===== config.mk =====
export PLATFORM = sky130hd
export DESIGN_NAME = branch_resolver
export DESIGN_NICKNAME = d
export VERILOG_FILES = /design/src/rtl/branch_resolver.sv
export SDC_FILE = /design/constraint.sdc
export NUM_CORES = 1
export LEC_CHECK = 0
export BUFFER_PORTS_ARGS = -buffer_cell sky130_fd_sc_hd__buf_2
export CAP_MARGIN = 10
export CORE_MARGIN = 1
export CORE_UTILIZATION = 30
export DETAILED_ROUTE_END_ITERATION = 10
export SKIP_LAST_GASP = 1
export SLEW_MARGIN = 25
export SYNTH_ARGS = -nofsm -noshare
export SYNTH_HDL_FRONTEND = slang
export SYNTH_SLANG_ARGS = --single-unit

===== constraint.sdc =====
create_clock -name clk -period 3.65 [get_ports clk]
set_input_delay 0.365 -clock clk [delete_from_list [all_inputs] [get_ports clk]]
set_output_delay 0.365 -clock clk [all_outputs]
set_load 0.05 [all_outputs]

===== src/rtl/branch_resolver.sv =====
`default_nettype none
// ============================================================================
// branch_resolver: resolves decode branches against comparator flags and
// drives a registered PC redirect plus a multi-cycle IF/ID flush. Rev 1.0
// ============================================================================
module branch_resolver #(
  parameter int PC_W         = 32,
  parameter int FLUSH_CYCLES = 2,
  parameter int MAX_WAIT     = 15,
  parameter int CNT_W        = 16
) (
  input  logic             clk,
  input  logic             reset,
  input  logic             br_valid,
  input  logic [2:0]       br_cond,
  input  logic [PC_W-1:0]  br_pc,
  input  logic [PC_W-1:0]  br_offset,
  input  logic             flags_valid,
  input  logic             zero,
  input  logic             positive,
  input  logic             negative,
  output logic             stall,
  output logic             busy,
  output logic             redirect_valid,
  output logic [PC_W-1:0]  redirect_pc,
  output logic             flush_if,
  output logic             flush_id,
  output logic             resolved_valid,
  output logic             resolved_taken,
  output logic             flag_err,
  output logic [CNT_W-1:0] taken_cnt,
  output logic [CNT_W-1:0] not_taken_cnt
);

  localparam int c_WAIT_W  = (MAX_WAIT > 1) ? $clog2(MAX_WAIT) : 1;
  localparam int c_FLUSH_W = (FLUSH_CYCLES > 1) ? $clog2(FLUSH_CYCLES) : 1;
  localparam logic [c_WAIT_W-1:0]  c_WAIT_LAST  = c_WAIT_W'(MAX_WAIT - 1);
  localparam logic [c_FLUSH_W-1:0] c_FLUSH_LAST = c_FLUSH_W'(FLUSH_CYCLES - 1);
  localparam logic [2:0]           c_COND_JMP   = 3'd6;

  typedef enum logic [1:0] {
    S_IDLE  = 2'd0,
    S_WAIT  = 2'd1,
    S_REDIR = 2'd2,
    S_FLUSH = 2'd3
  } state_t;

  state_t                r_state;
  state_t                w_state_nxt;
  logic [2:0]            r_cond;
  logic [PC_W-1:0]       r_tgt;
  logic [c_WAIT_W-1:0]   r_wait_cnt;
  logic [c_WAIT_W-1:0]   w_wait_nxt;
  logic [c_FLUSH_W-1:0]  r_flush_cnt;
  logic [c_FLUSH_W-1:0]  w_flush_nxt;
  logic [PC_W-1:0]       w_tgt;
  logic [PC_W-1:0]       w_redir_pc;
  logic                  w_flags_ok;
  logic                  w_resolve;
  logic                  w_taken;
  logic                  w_err_set;
  logic                  w_capture;

  assign w_tgt      = br_pc + (br_offset << 2);
  // Legal flags: exactly one of the three is set.
  assign w_flags_ok = (zero ^ positive ^ negative) & ~(zero & positive & negative);

  function automatic logic f_eval(input logic [2:0] cond, input logic z,
                                  input logic p, input logic n);
    case (cond)
      3'd0:    f_eval = z;
      3'd1:    f_eval = ~z;
      3'd2:    f_eval = p;
      3'd3:    f_eval = n;
      3'd4:    f_eval = z | p;
      3'd5:    f_eval = z | n;
      3'd6:    f_eval = 1'b1;
      default: f_eval = 1'b0;
    endcase
  endfunction

  always_comb begin
    w_state_nxt = r_state;
    w_wait_nxt  = r_wait_cnt;
    w_flush_nxt = r_flush_cnt;
    w_resolve   = 1'b0;
    w_taken     = 1'b0;
    w_err_set   = 1'b0;
    w_capture   = 1'b0;
    w_redir_pc  = r_tgt;
    case (r_state)
      S_IDLE: begin
        if (br_valid) begin
          w_capture  = 1'b1;
          w_redir_pc = w_tgt;
          if (br_cond == c_COND_JMP) begin
            w_resolve = 1'b1;
            w_taken   = 1'b1;
          end else if (flags_valid) begin
            w_resolve = 1'b1;
            w_taken   = w_flags_ok & f_eval(br_cond, zero, positive, negative);
            w_err_set = ~w_flags_ok;
          end else begin
            w_state_nxt = S_WAIT;
            w_wait_nxt  = '0;
          end
        end
      end
      S_WAIT: begin
        if (flags_valid) begin
          w_resolve = 1'b1;
          w_taken   = w_flags_ok & f_eval(r_cond, zero, positive, negative);
          w_err_set = ~w_flags_ok;
        end else if (r_wait_cnt == c_WAIT_LAST) begin
          w_resolve = 1'b1;
          w_err_set = 1'b1;
        end else begin
          w_wait_nxt = r_wait_cnt + c_WAIT_W'(1);
        end
      end
      S_REDIR: begin
        if (FLUSH_CYCLES > 1) begin
          w_state_nxt = S_FLUSH;
          w_flush_nxt = c_FLUSH_W'(1);
        end else begin
          w_state_nxt = S_IDLE;
        end
      end
      S_FLUSH: begin
        if (r_flush_cnt == c_FLUSH_LAST) begin
          w_state_nxt = S_IDLE;
        end else begin
          w_flush_nxt = r_flush_cnt + c_FLUSH_W'(1);
        end
      end
      default: w_state_nxt = S_IDLE;
    endcase
    if (w_resolve) begin
      w_state_nxt = w_taken ? S_REDIR : S_IDLE;
    end
  end

  always_ff @(posedge clk) begin
    if (reset) begin
      r_state        <= S_IDLE;
      r_cond         <= '0;
      r_tgt          <= '0;
      r_wait_cnt     <= '0;
      r_flush_cnt    <= '0;
      stall          <= 1'b0;
      busy           <= 1'b0;
      redirect_valid <= 1'b0;
      redirect_pc    <= '0;
      flush_if       <= 1'b0;
      flush_id       <= 1'b0;
      resolved_valid <= 1'b0;
      resolved_taken <= 1'b0;
      flag_err       <= 1'b0;
      taken_cnt      <= '0;
      not_taken_cnt  <= '0;
    end else begin
      r_state        <= w_state_nxt;
      r_wait_cnt     <= w_wait_nxt;
      r_flush_cnt    <= w_flush_nxt;
      if (w_capture) begin
        r_cond <= br_cond;
        r_tgt  <= w_tgt;
      end
      // Outputs follow the next state so every one of them is a flop.
      stall          <= (w_state_nxt == S_WAIT);
      busy           <= (w_state_nxt == S_REDIR) || (w_state_nxt == S_FLUSH);
      flush_if       <= (w_state_nxt == S_REDIR) || (w_state_nxt == S_FLUSH);
      flush_id       <= (w_state_nxt == S_REDIR) || (w_state_nxt == S_FLUSH);
      redirect_valid <= w_resolve & w_taken;
      if (w_resolve && w_taken) begin
        redirect_pc <= w_redir_pc;
      end
      resolved_valid <= w_resolve;
      resolved_taken <= w_resolve & w_taken;
      flag_err       <= flag_err | w_err_set;
      if (w_resolve && w_taken && !(&taken_cnt)) begin
        taken_cnt <= taken_cnt + CNT_W'(1);
      end
      if (w_resolve && !w_taken && !(&not_taken_cnt)) begin
        not_taken_cnt <= not_taken_cnt + CNT_W'(1);
      end
    end
  end

endmodule
`default_nettype wire


After elaboration in Yosys (flattened, before gate mapping):

Index checks and enable logic that the tools add are counted.
W data, S select, Z words.

* register bits: 111
* output and inout port bits: 72
* bits of input ports: 74

* mux-type cells: 43
* reductions and logical operators: 16
* eq/ne operators: 24
* add/subtract/negate cells: 5
* bitwise logic cells: 14

Operators by type and width (number)
* $mux W32: 2
* $add A16 B1 Y16 const B: 2
* $add A32 B32 Y32: 1
* $reduce_and A16 Y1: 2
* $mux W1: 22
* $mux W4: 5
* $eq A3 B3 Y1 const B: 6
* $eq A3 B2 Y1 const B: 4
* $mux W2: 6
* $ne A2 B2 Y1 const B: 5
* $eq A2 B2 Y1 const B: 4
* $pmux W1 S2: 4
* $pmux W4 S2: 1
* $pmux W1 S7: 1
* $and A1 B1 Y1: 6
* $eq A3 B1 Y1 const B: 2
* $logic_not A3 Y1: 2
* $pmux W1 S6: 1
* $pmux W2 S3: 1
* $reduce_and A6 Y1: 1
* $add A4 B1 Y4 const B: 1
* $eq A2 B1 Y1 const B: 2
* $eq A4 B4 Y1 const B: 1
* $logic_and A1 B1 Y1: 4
* other kinds (8): 16

Longest topological paths before layout:

* depth in word-level cells: 15
* gate-level depth with buffers: 12
* mapped depth without buffers: 11

Worst setup path before layout:

Ideal clock, no wire load.

* path kind: input -> register
* from: input port br_pc[13]
* to: register redirect_pc[27]
* buffers on the path: 1
* setup time: 133 ps
* data arrival time: 2510 ps
* path slack: 1007 ps
* required time: 3517 ps
* stages on the path: 10
* cell sequence: ha_1 -> buf_2 -> a21o_1 -> a31o_1 -> a221oi_4 -> a211oi_2 -> o2111ai_2 -> mux2_1 -> a221oi_2 -> a211oi_2

* word-level cells in the longest chain between the ends: 3

RTL lines
* start: declaration: RTL line 16 `input logic [PC_W-1:0] br_pc,`
* $add A32 B32 Y32: RTL line 64 `assign w_tgt = br_pc + (br_offset << 2);`
* $mux W32: RTL line 93 `if (br_valid) begin`
* $mux W32: RTL line 91 `case (r_state)`
* end signal: assignment: RTL line 176 `redirect_pc <= w_redir_pc;`
* end: declaration: RTL line 25 `output logic [PC_W-1:0] redirect_pc,`

No other way between the ends.
A chain may end at the register's enable or synchronous reset.

Final worst setup path:

* from: input port br_pc[2]
* to: register redirect_pc[30]

Same word-level chain as after synthesis.

==> metrics.md <==
| Metric | Value |
|---|---|
| Slowest-stage cell, CP | `a21oi_1` |
| Synth Area in Adders | `0.0730` |
| Clock tree buffer depth | `2` |
| TNS Setup | `0 ns` |
| Final Net Count | `980` |
| Clock buffer count from CTS | `9` |
| Fin cells | `1145` |
| Clk Latency, worst-skew pair | `0.35 ns` |
| Power per cell area | `395 mW/mm^2` |
| Post-cts gate resize count | `0` |
| Drt via density | `4.96` |
| Critical Path RT | `3.90 ns` |
| Period utilization | `0.739` |
| Synth top area share | `0.354` |
| Core Util, Final | `0.369` |
| Die area | `0.0215 sq mm` |
| Routed WL per cell | `13.8 um` |
| Unrepaired setup endpoints after global routing | `no` |
| Synthesized instance count | `748` |
| Synth unique cells | `76` |
| Async SR Flop Fraction | `0` |
| Largest net degree at the start of global routing | `93` |
| Area leader, netlist | `dfxtp_1` |
| Largest cells by area after synthesis | `dfxtp_1, nor2_1, ha_1` |
| Final-report max-slew violation count | `0` |
| Initial Util | `0.308` |
| Top post-synthesis cells by count | `nor2_1, dfxtp_1, a21oi_1` |
| CP Max Fanout | `4` |
| First-pass GRT wire length | `26300 um` |
| Post-Place Cells | `1129` |
| Vias in the first global route | `5269` |
| Antenna Nets Post-Route | `0` |
| Port bufs | `143` |
| Outcome | `complete, no violations` |
| Core Area | `0.0204 sq mm` |
| Cell family with most CP delay | `compound AO/OA/AOI/OAI gates` |
| Setup ws final | `0.952 ns` |
| Slew @ Worst Pin | `1.00 ns` |
| Initial DRC Count | `242` |
| Via count | `5675` |
| Clock Pin Slew Worst Setup and Hold Paths | `0.07 ns` |
| H-tree Lvls | `3` |
| Count leader, synth | `nor2_1` |
| Hold buffers post-CTS | `0` |
| Max Freq | `0.371 GHz` |
| Grt total ovfl | `0` |
| Final Instance Area | `0.00752 sq mm` |
| Core Rows | `52` |
| Synth Area in XOR/XNOR | `0.0544` |
| Post-synthesis simple-gate area fraction | `0.233` |
| Cell mode on critical path | `a21oi_1` |
| HPWL Detailed | `11500 um` |
| Die Ht | `147 um` |
| Min Tclk post-route | `2.70 ns` |
| Crit-path cells | `buf_2 -> ha_1 -> inv_1 -> fa_1 -> nor2b_1 -> o2111ai_1 -> a21oi_1 -> o21ai_2 -> a21oi_1 -> a31oi_1 -> mux2i_1 -> a311oi_1` |
| Yosys reg bits | `111` |
| Final hold viol count | `0` |
| Sum of buffers and inverters on the critical path | `2` |
| Most used flip-flop cell after synthesis | `dfxtp_1` |
| Total Routing Usage GR | `0.151` |
| Sequential fraction of the synthesis area | `0.354` |
| Lkg Pwr | `3.26 nW` |
| Number of I/O pins | `146` |
| Drt total wl | `15800 um` |
| Setup CP Type | `primary input to register` |
| Final Wtd Congestion | `0.781` |
| Finish-stage setup viols | `0` |
| Pwr Total | `2.97 mW` |
| WP data arrival | `2.95 ns` |
| DR pass1 iterations | `4` |
| Residual DRC | `0` |
| Mapped Area | `0.00628 sq mm` |
| Worst VDD drop | `252 uV` |
| CTS root buffer | `clkbuf_16` |
| Area post-placement | `0.00722 sq mm` |
| Setup Skew | `0.00876 ns` |
| Die Wd | `147 um` |
| Pre-CTS setup slack | `0.583 ns` |
| Ant diodes | `0` |
| Final hold slack | `0.283 ns` |
| CTS tree | `yes` |
| Worst rel slew slack | `0.332` |
| Post-synth EDFFs | `0` |
| Hold Crit Class | `primary input to register` |
| Largest stage delay, worst path | `0.40 ns` |
| Avg Cell Area, Syn | `8.39 sq um` |
| Clk sinks | `111` |
| Maxcap violations | `0` |
| Layout Area Growth over Synthesis | `19.9%` |
| Setup repair bufs after CTS | `0` |
| Critical path startpoint category | `primary input` |
| Post-Syn Nets | `858` |
| Syn. warnings | `0` |
| Share of cells above drive strength 1 | `0.218` |
| Multiplexer share of the synthesized area | `0.0367` |
| Main combinational cell family by area after synthesis | `simple AND/OR/NAND/NOR gates` |
| Crit path capture type | `register` |
| Post-synthesis compound-gate area fraction | `0.210` |
| Initial antenna violation count | `0` |
==> metal layers <==
layer | vias up | part of all wire | track usage
met5 | - | 0 | 0
met4 | 0 | 0.010 | 0.0406
met3 | 10 | 0.044 | 0.0303
met2 | 122 | 0.45 | 0.236
met1 | 2614 | 0.50 | 0.208
li1 | 2929 | - | -
==> worst min-delay path, delay by kind of cell <==
kind,cells,cell delay [ns]
muxes,1,0.07
buffers and inverters,1,0.07
and+or+nand+nor,1,0.08
==> cell families (layout without fill, tap and decap cells) <==
logic type	count (synthesis)	after routing
AOI/OAI and AO/OA	186	186
muxes	21	21
xor gates and xnor gates	39	39
DFF	111	111
adders and majority gates	36	36
buffers and inverters	55	182
and+or+nand+nor	300	300
==> report_power, final <==
group | total, mW | switching (mW) | internal (mW)
sequential | 1.30 | 0.0281 | 1.27
combinational | 0.652 | 0.404 | 0.248
clock | 1.02 | 0.479 | 0.541
==> registers in the layout, summed over array words and instances, names as in the netlist, 2 cells and up <==
name / cells
not_taken_cnt: 16
r_cond: 3
r_state: 2
r_tgt: 32
r_wait_cnt: 4
redirect_pc: 32
taken_cnt: 16
==> final timing paths <==
check | from | endpoint | slack [ns] | cells past startpoint
setup reg to reg | r_state[0] | redirect_pc[10] | 1.09 | 8
hold / removal | br_pc[1] | r_tgt[1] | 0.28 | 3
setup / recovery | br_pc[2] | redirect_pc[30] | 0.95 | 12
hold reg to reg | r_tgt[30] | r_tgt[30] | 0.46 | 2
==> cells in the final DEF, fill, tap and decap left out, types with 6 or more instances in the layout <==
master,Yosys,final
nand2_1,48,48
o21a_1,9,9
and2_1,11,11
dfxtp_1,111,111
ha_1,35,35
clkbuf_16,0,9
a31oi_1,9,9
nand3_1,22,22
buf_4,4,7
nor2_1,124,124
o21ai_0,26,26
nor3_1,18,18
xnor2_1,17,17
nor3b_1,6,6
nand2b_1,6,6
a211oi_1,26,26
a21oi_1,49,49
inv_1,16,16
and3_1,12,12
mux2i_1,17,17
buf_2,8,142
nand4_1,12,12
xor2_1,22,22
nor2b_1,9,9
a21o_1,18,18
==> cell type report <==
cell class                 instances  area (sq um)
inverter                          16          60.1
multi-input combinational        582          3810
clock inverter                     7          81.3
tap                              270           338
fill                            2144         12800
timing repair buffer             150           783
sequential                       111          2220
clock buffer                       9           225
(Power assumes the default switching activity.)
